--- config.mk ---
export PLATFORM = sky130hd
export DESIGN_NAME = chanlink_evt_builder
export DESIGN_NICKNAME = d
export VERILOG_FILES = /design/src/rtl/chanlink_pkg.sv /design/src/rtl/chanlink_evt_builder_l1a_queue.sv /design/src/rtl/chanlink_evt_builder.sv
export SDC_FILE = /design/constraint.sdc
export NUM_CORES = 1
export LEC_CHECK = 0
export ABC_AREA = 1
export CORE_ASPECT_RATIO = 0.75
export CORE_MARGIN = 2
export CORE_UTILIZATION = 55
export DETAILED_ROUTE_END_ITERATION = 8
export GPL_TIMING_DRIVEN = 0
export MAX_ROUTING_LAYER = met4
export PLACE_DENSITY = 0.8
export SETUP_SLACK_MARGIN = 0.5
export SYNTH_ARGS = -nofsm -noshare
export SYNTH_HDL_FRONTEND = slang
export SYNTH_SLANG_ARGS = --single-unit
--- constraint.sdc ---
create_clock -name WCLK -period 3.38 [get_ports WCLK]
set_input_delay 0.338 -clock WCLK [delete_from_list [all_inputs] [get_ports WCLK]]
set_output_delay 0.338 -clock WCLK [all_outputs]
set_load 0.05 [all_outputs]
--- src/rtl/chanlink_pkg.sv ---
// Shared constants, state encoding and descriptor layout for the channel-link event builder.
package chanlink_pkg;

   localparam int NCHIP   = 6;
   localparam int NCHAN   = 16;
   localparam int SAMP_AW = 9;
   localparam int EVT_DW  = 37;
   localparam int WD_W    = 18;
   localparam int CHIP_W  = 3;
   localparam int CHAN_W  = 4;
   localparam int SMAX_W  = 7;
   localparam int NUM_W   = 24;
   localparam int BXN_W   = 12;

   localparam int EVT_BXN_LSB  = 0;
   localparam int EVT_NUM_LSB  = 12;
   localparam int EVT_OVLP_BIT = 36;

   typedef enum logic [1:0] {
      ST_IDLE = 2'd0,
      ST_HDR  = 2'd1,
      ST_READ = 2'd2,
      ST_TAIL = 2'd3
   } state_t;

   typedef struct packed {
      logic [NUM_W-1:0]   num;
      logic [BXN_W-1:0]   bxn;
      logic [SAMP_AW-1:0] ptr;
      logic               ovlp;
   } l1a_entry_t;

   function automatic logic [EVT_DW-1:0] make_desc(input l1a_entry_t e);
      logic [EVT_DW-1:0] d;
      d = '0;
      d[EVT_OVLP_BIT]            = e.ovlp;
      d[EVT_NUM_LSB +: NUM_W]    = e.num;
      d[EVT_BXN_LSB +: BXN_W]    = e.bxn;
      return d;
   endfunction

endpackage

--- src/rtl/chanlink_evt_builder_l1a_queue.sv ---
// First-word fall-through queue of pending L1A entries; a push while full is ignored.
module l1a_queue
   import chanlink_pkg::*;
#(
   parameter int QDEPTH = 4
) (
   input  logic       WCLK,
   input  logic       FIFO_RST,
   input  logic       push,
   input  logic       pop,
   input  l1a_entry_t din,
   output l1a_entry_t dout,
   output logic       empty,
   output logic       full
);

   localparam int AW = (QDEPTH > 1) ? $clog2(QDEPTH) : 1;

   l1a_entry_t    mem [QDEPTH];
   logic [AW-1:0] wr_ptr;
   logic [AW-1:0] rd_ptr;
   logic [AW:0]   count;
   logic          do_push;
   logic          do_pop;

   assign empty   = (count == '0);
   assign full    = (count == (AW+1)'(QDEPTH));
   assign do_pop  = pop && !empty;
   assign do_push = push && !full;
   assign dout    = mem[rd_ptr];

   always_ff @(posedge WCLK) begin
      if (do_push) mem[wr_ptr] <= din;
   end

   always_ff @(posedge WCLK or posedge FIFO_RST) begin
      if (FIFO_RST) begin
         wr_ptr <= '0;
         rd_ptr <= '0;
         count  <= '0;
      end else begin
         if (do_push) wr_ptr <= (wr_ptr == AW'(QDEPTH-1)) ? '0 : wr_ptr + 1'b1;
         if (do_pop)  rd_ptr <= (rd_ptr == AW'(QDEPTH-1)) ? '0 : rd_ptr + 1'b1;
         case ({do_push, do_pop})
            2'b10:   count <= count + 1'b1;
            2'b01:   count <= count - 1'b1;
            default: count <= count;
         endcase
      end
   end

endmodule

--- src/rtl/chanlink_evt_builder.sv ---
// Builds one descriptor plus a chip/channel/sample stream of flagged words per queued L1A.
module chanlink_evt_builder #(
   parameter int QDEPTH = 4,
   parameter int NCHIP  = chanlink_pkg::NCHIP,
   parameter int NCHAN  = chanlink_pkg::NCHAN
) (
   input  logic        WCLK,
   input  logic        FIFO_RST,
   input  logic        L1A,
   input  logic [23:0] L1A_NUM,
   input  logic [11:0] BXN,
   input  logic [8:0]  L1A_PTR,
   input  logic [6:0]  SAMP_MAX,
   input  logic        PAUSE,
   output logic        SMP_RDEN,
   output logic [15:0] SMP_RADDR,
   input  logic [15:0] SMP_RDATA,
   output logic        L1A_WRT_EN,
   output logic [36:0] L1A_EVT_DATA,
   output logic        WREN,
   output logic [17:0] WDATA,
   output logic        BUSY,
   output logic        L1A_OVF
);

   import chanlink_pkg::*;

   state_t             state;
   l1a_entry_t         q_din;
   l1a_entry_t         q_dout;
   l1a_entry_t         cur;
   logic               q_empty;
   logic               q_full;
   logic               q_pop;
   logic [SMAX_W-1:0]  smax;
   logic [CHIP_W-1:0]  chip;
   logic [CHAN_W-1:0]  chan;
   logic [SMAX_W-1:0]  samp;
   logic [SAMP_AW-1:0] samp_addr;
   logic               rd_en;
   logic               rd_first;
   logic               rd_last;
   logic               wrt_en;
   logic               busy;
   logic               ovf;
   logic               vld_p1;
   logic               first_p1;
   logic               last_p1;

   // An L1A overlaps when anything is in flight or already waiting.
   assign q_din = '{num: L1A_NUM, bxn: BXN, ptr: L1A_PTR, ovlp: busy | !q_empty};
   assign q_pop = (state == ST_IDLE) && !q_empty;

   l1a_queue #(.QDEPTH(QDEPTH)) u_queue (
      .WCLK     (WCLK),
      .FIFO_RST (FIFO_RST),
      .push     (L1A),
      .pop      (q_pop),
      .din      (q_din),
      .dout     (q_dout),
      .empty    (q_empty),
      .full     (q_full)
   );

   assign rd_en     = (state == ST_READ) && !PAUSE;
   assign rd_first  = (chip == '0) && (chan == '0) && (samp == '0);
   assign rd_last   = (chip == CHIP_W'(NCHIP-1)) && (chan == CHAN_W'(NCHAN-1)) && (samp == smax);
   assign samp_addr = cur.ptr + SAMP_AW'(samp);

   always_ff @(posedge WCLK or posedge FIFO_RST) begin
      if (FIFO_RST) begin
         state  <= ST_IDLE;
         cur    <= '0;
         smax   <= '0;
         chip   <= '0;
         chan   <= '0;
         samp   <= '0;
         wrt_en <= 1'b0;
         busy   <= 1'b0;
      end else begin
         wrt_en <= 1'b0;
         unique case (state)
            ST_IDLE: begin
               if (!q_empty) begin
                  cur    <= q_dout;
                  smax   <= SAMP_MAX;
                  chip   <= '0;
                  chan   <= '0;
                  samp   <= '0;
                  wrt_en <= 1'b1;
                  busy   <= 1'b1;
                  state  <= ST_HDR;
               end
            end
            ST_HDR: state <= ST_READ;
            ST_READ: begin
               if (rd_en) begin
                  if (rd_last) state <= ST_TAIL;
                  if (samp == smax) begin
                     samp <= '0;
                     if (chan == CHAN_W'(NCHAN-1)) begin
                        chan <= '0;
                        chip <= chip + 1'b1;
                     end else begin
                        chan <= chan + 1'b1;
                     end
                  end else begin
                     samp <= samp + 1'b1;
                  end
               end
            end
            ST_TAIL: begin
               busy  <= 1'b0;
               state <= ST_IDLE;
            end
            default: state <= ST_IDLE;
         endcase
      end
   end

   // p1: read data returns one cycle after the enable, flags travel with it
   always_ff @(posedge WCLK or posedge FIFO_RST) begin
      if (FIFO_RST) begin
         vld_p1   <= 1'b0;
         first_p1 <= 1'b0;
         last_p1  <= 1'b0;
         ovf      <= 1'b0;
      end else begin
         vld_p1   <= rd_en;
         first_p1 <= rd_en && rd_first;
         last_p1  <= rd_en && rd_last;
         ovf      <= ovf | (L1A & q_full);
      end
   end

   assign SMP_RDEN     = rd_en;
   assign SMP_RADDR    = {chip, chan, samp_addr};
   assign L1A_WRT_EN   = wrt_en;
   assign L1A_EVT_DATA = make_desc(cur);
   assign WREN         = vld_p1;
   assign WDATA        = vld_p1 ? {last_p1, first_p1, SMP_RDATA} : '0;
   assign BUSY         = busy;
   assign L1A_OVF      = ovf;

endmodule
==> load_flow_metrics.sql <==
INSERT INTO impl_metrics (metric_group, metric, value, unit) VALUES
('sta', 'post-route-period-util', '84.2', '%'),
('floorplan', 'fp.dieArea', '21600', 'um^2'),
('sta', 'worst_clock_skew', '0.0168', 'ns'),
('floorplan', 'initial_utilization', '55.8', '%'),
('sta', 'rsz_0062_raised_after_global_routing', 'yes', ''),
('pwr', 'p_total', '13.8', 'mW'),
('global_routing', 'grt_first_pass_wirelength', '39300', 'um'),
('clock_network', 'clock_insertion_delay_worst_skew', '0.53', 'ns'),
('final_layout', 'finalInstanceArea', '14000', 'um^2'),
('place', 'port_buffers', '147', ''),
('place', 'hpwl', '16900', 'um'),
('floorplan', 'chipWidth', '169', 'um'),
('final_layout', 'layout-area-overhead-vs-synth', '24.5', '%'),
('global_routing', 'grt_max_degree', '45', ''),
('clock_network', 'numCtsBuffers', '26', ''),
('clock_network', 'ctsLongestPathBuffers', '3', ''),
('synthesis', 'synth-main-ff-cell', 'edfxtp_1', ''),
('synthesis', 'synth.ff_latch_count', '266', ''),
('clock_network', 'htree_num_levels', '1', ''),
('floorplan', 'coreArea', '20200', 'um^2'),
('critical_path', 'cp_data_arrival_time', '2.51', 'ns'),
('hold_path', 'worstHoldPathType', 'in -> async', ''),
('final_layout', 'n_fill_cell', '1429', ''),
('detailed_routing', 'antenna_left', '0', ''),
('global_routing', 'grt_overflow_total', '0', ''),
('pwr', 'vdd_drop_max', '0.634', 'mV'),
('sta', 'timing.max_slew.rel_slack', '48.8', '%'),
('synthesis', 'yosys.cell_types.count', '38', ''),
('synthesis', 'synthesis.instances', '1002', ''),
('final_layout', 'final_layout_size_suffix_gt1_share', '10.2', '%'),
('final_layout', 'commonest_cells_after_routing_fill_and_taps_aside', 'nor2_1 (244), edfxtp_1 (184), clkdlybuf4s50_1 (128), o21ai_0 (104), nand2_1 (98)', ''),
('pwr', 'power_density_over_the_cells', '983', 'nW/um^2'),
('detailed_routing', 'routed_via_density', '5.35', ''),
('clock_network', 'cts_root_buf', 'clkbuf_16', ''),
('sta', 'worstMarginPinSlew', '0.765', 'ns'),
('place', 'dp.cells', '1412', ''),
('synthesis', 'synth-edff-count', '184', ''),
('sta', 'final_setup_tns', '0', 'ns'),
('detailed_routing', 'wl_per_cell', '17.4', 'um'),
('final_layout', 'final_core_util', '69.5', '%'),
('floorplan', 'num_rows', '45', ''),
('final_layout', 'most_common_library_cell_in_the_layout_ignoring_fill_and_taps', 'nor2_1', ''),
('critical_path', 'worstSetupStartpointType', 'flip-flop', ''),
('clock_network', 'clock_edge_transition_at_the_registers_on_the_reported_setup_and_hold_paths', '0.06', 'ns'),
('synthesis', 'mappedNetlistNets', '1100', ''),
('sta', 'timing.final.hold_violations', '0', ''),
('detailed_routing', 'detailroute.via_count', '7814', ''),
('place', 'place.gp.congestion', '0.853', ''),
('detailed_routing', 'drt_iter0_markers', '554', ''),
('synthesis', 'syn_area_per_cell', '11.2', 'um^2'),
('sta', 'finalSetupViolCount', '0', ''),
('flow_run', 'drv_cap', '0', ''),
('critical_path', 'cp_data_required_time', '3.04', 'ns'),
('detailed_routing', 'detail_route.wirelength', '25400', 'um'),
('critical_path', 'critical_path_peak_fanout', '5', ''),
('clock_network', 'cts_tree', 'yes', ''),
('clock_network', 'clock_sinks', '266', ''),
('final_layout', 'fin_nets', '1280', ''),
('place', 'detailed_place.area', '13200', 'um^2'),
('pwr', 'leakage_dissipation', '5.67', 'nW'),
('critical_path', 'timing_worst_setup_path_type', 'reg -> out', ''),
('global_routing', 'first_global_vias', '7439', ''),
('status', 'status', 'finished clean', ''),
('global_routing', 'groute.usage.overall', '24.3', '%'),
('synthesis', 'synth_warnings', '0', ''),
('synthesis', 'cell_area_after_synthesis', '11200', 'um^2'),
('sta', 'period_needed', '2.85', 'ns'),
('detailed_routing', 'route.detailed.drc', '0', ''),
('floorplan', 'pin_count', '148', ''),
('floorplan', 'die_height', '128', 'um'),
('global_routing', 'antenna_found_initial', '1', ''),
('clock_network', 'cts_post_setup_buffers_inserted', '0', ''),
('sta', 'slew_viol_final', '0', ''),
('synthesis', 'seq_area_frac_synth', '67.4', '%'),
('final_layout', 'final-instance-count-excl-fill', '1460', ''),
('critical_path', 'end_kind', 'primary output', ''),
('detailed_routing', 'drt-pass1-iter-count', '5', ''),
('sta', 'achievable-frequency', '351', 'MHz'),
('synthesis', 'synthArstFlopShare', '30.8', '%');
flip-flops by register name, indices dropped and copies added, names as in the netlist, 3 cells and up:
name and cells:
L1A_EVT_DATA 37, chan 4, chip 3, cur 9
samp 7, smax 7, u_queue.count 3, u_queue.mem 184
per-stage QoR:
step	setup WS [ns]	hold slack, ns
6_report	0.532	0.233
3_3_place_gp	-1.44	0.472
4_1_cts	0.422	0.239
5_1_grt	0.440	0.264
2_1_floorplan	0.269	0.437
3_5_place_dp	0.559	0.461
metal layers:
metal | vias up | wire length [um] | GRT usage (%)
met1 | 3724 | 10800 | 34.1
met4 | 0 | 352 | 5.53
met3 | 32 | 2150 | 3.89
met2 | 320 | 12200 | 38.0
li1 | 3738 | - | -
met5 | - | 0 | -
cell families (layout without fill, tap and decap cells):
logic type | after synthesis | after routing | share of synthesized area [%]
flops | 266 | 266 | 67.4
other cells | 0 | 1 | 0
buf+inv | 141 | 340 | 6.22
xor+xnor | 16 | 16 | 1.25
compound gates | 170 | 170 | 8.22
fa+ha+maj | 26 | 26 | 3.03
simple gates | 383 | 383 | 13.9
power breakdown:
part / switching [mW] / internal [mW] / total [mW] / leakage (nW)
combinational: 4.11 / 2.03 / 6.14 / 2.63
clock: 1.18 / 1.58 / 2.77 / 0.387
sequential: 0.431 / 4.42 / 4.85 / 2.65
total: 5.73 / 8.04 / 13.8 / 5.67
worst max-delay path, stage by stage (launching register included):
cell,delay (ns)
dfrtp_1,0.44
ha_1,0.24
fa_1,0.42
nand3_1,0.11
nand2_1,0.13
nand3_1,0.10
nand2_1,0.06
xor2_1,0.19
buf_2,0.30
timing repair:
| action | in CTS | in global routing |
|---|---|---|
| gates resized for setup | 22 | 18 |
| setup endpoints to repair | 10 | 14 |
| hold buffers | 0 | 0 |
area by class of cell:
| type | count | area (um^2) | share of cell area (%) |
|---|---|---|---|
| buffer | 82 | 477 | 3.40 |
| clock inverter | 11 | 123 | 0.876 |
| sequential | 266 | 7580 | 54.1 |
| tap | 258 | 323 | 2.31 |
| antenna | 1 | 2.50 | 0.0179 |
| clock buffer | 36 | 688 | 4.91 |
| timing repair buffer | 152 | 1580 | 11.3 |
| multi-input combinational | 595 | 3010 | 21.5 |
| inverter | 59 | 226 | 1.62 |
synthesized netlist by cell type (all sizes together), types with 9 or more instances:
master | count | area [um^2]
edfxtp | 184 | 5530
ha | 24 | 300
buf | 61 | 397
inv | 59 | 224
xor2 | 9 | 78.8
o21ai | 110 | 551
a31oi | 45 | 282
a21oi | 10 | 50.1
nor2 | 250 | 948
nand2 | 102 | 408
nand3 | 16 | 105
dfrtp | 82 | 2050
clkbuf | 21 | 78.8
path summary, 6_finish.rpt:
check	start	to	slack, ns	cells after the start
setup reg to reg	state[0]	u_queue.count[2]	0.86	11
hold / removal	FIFO_RST	state[0]	0.23	2
max in group asynchronous	FIFO_RST	L1A_EVT_DATA[28]	2.51	3
min in group WCLK	SAMP_MAX[4]	smax[4]	0.35	3
setup / recovery	samp[0]	SMP_RADDR[8]	0.53	8
hold reg to reg	L1A_OVF	L1A_OVF	0.47	1
(Power assumes the default switching activity.)
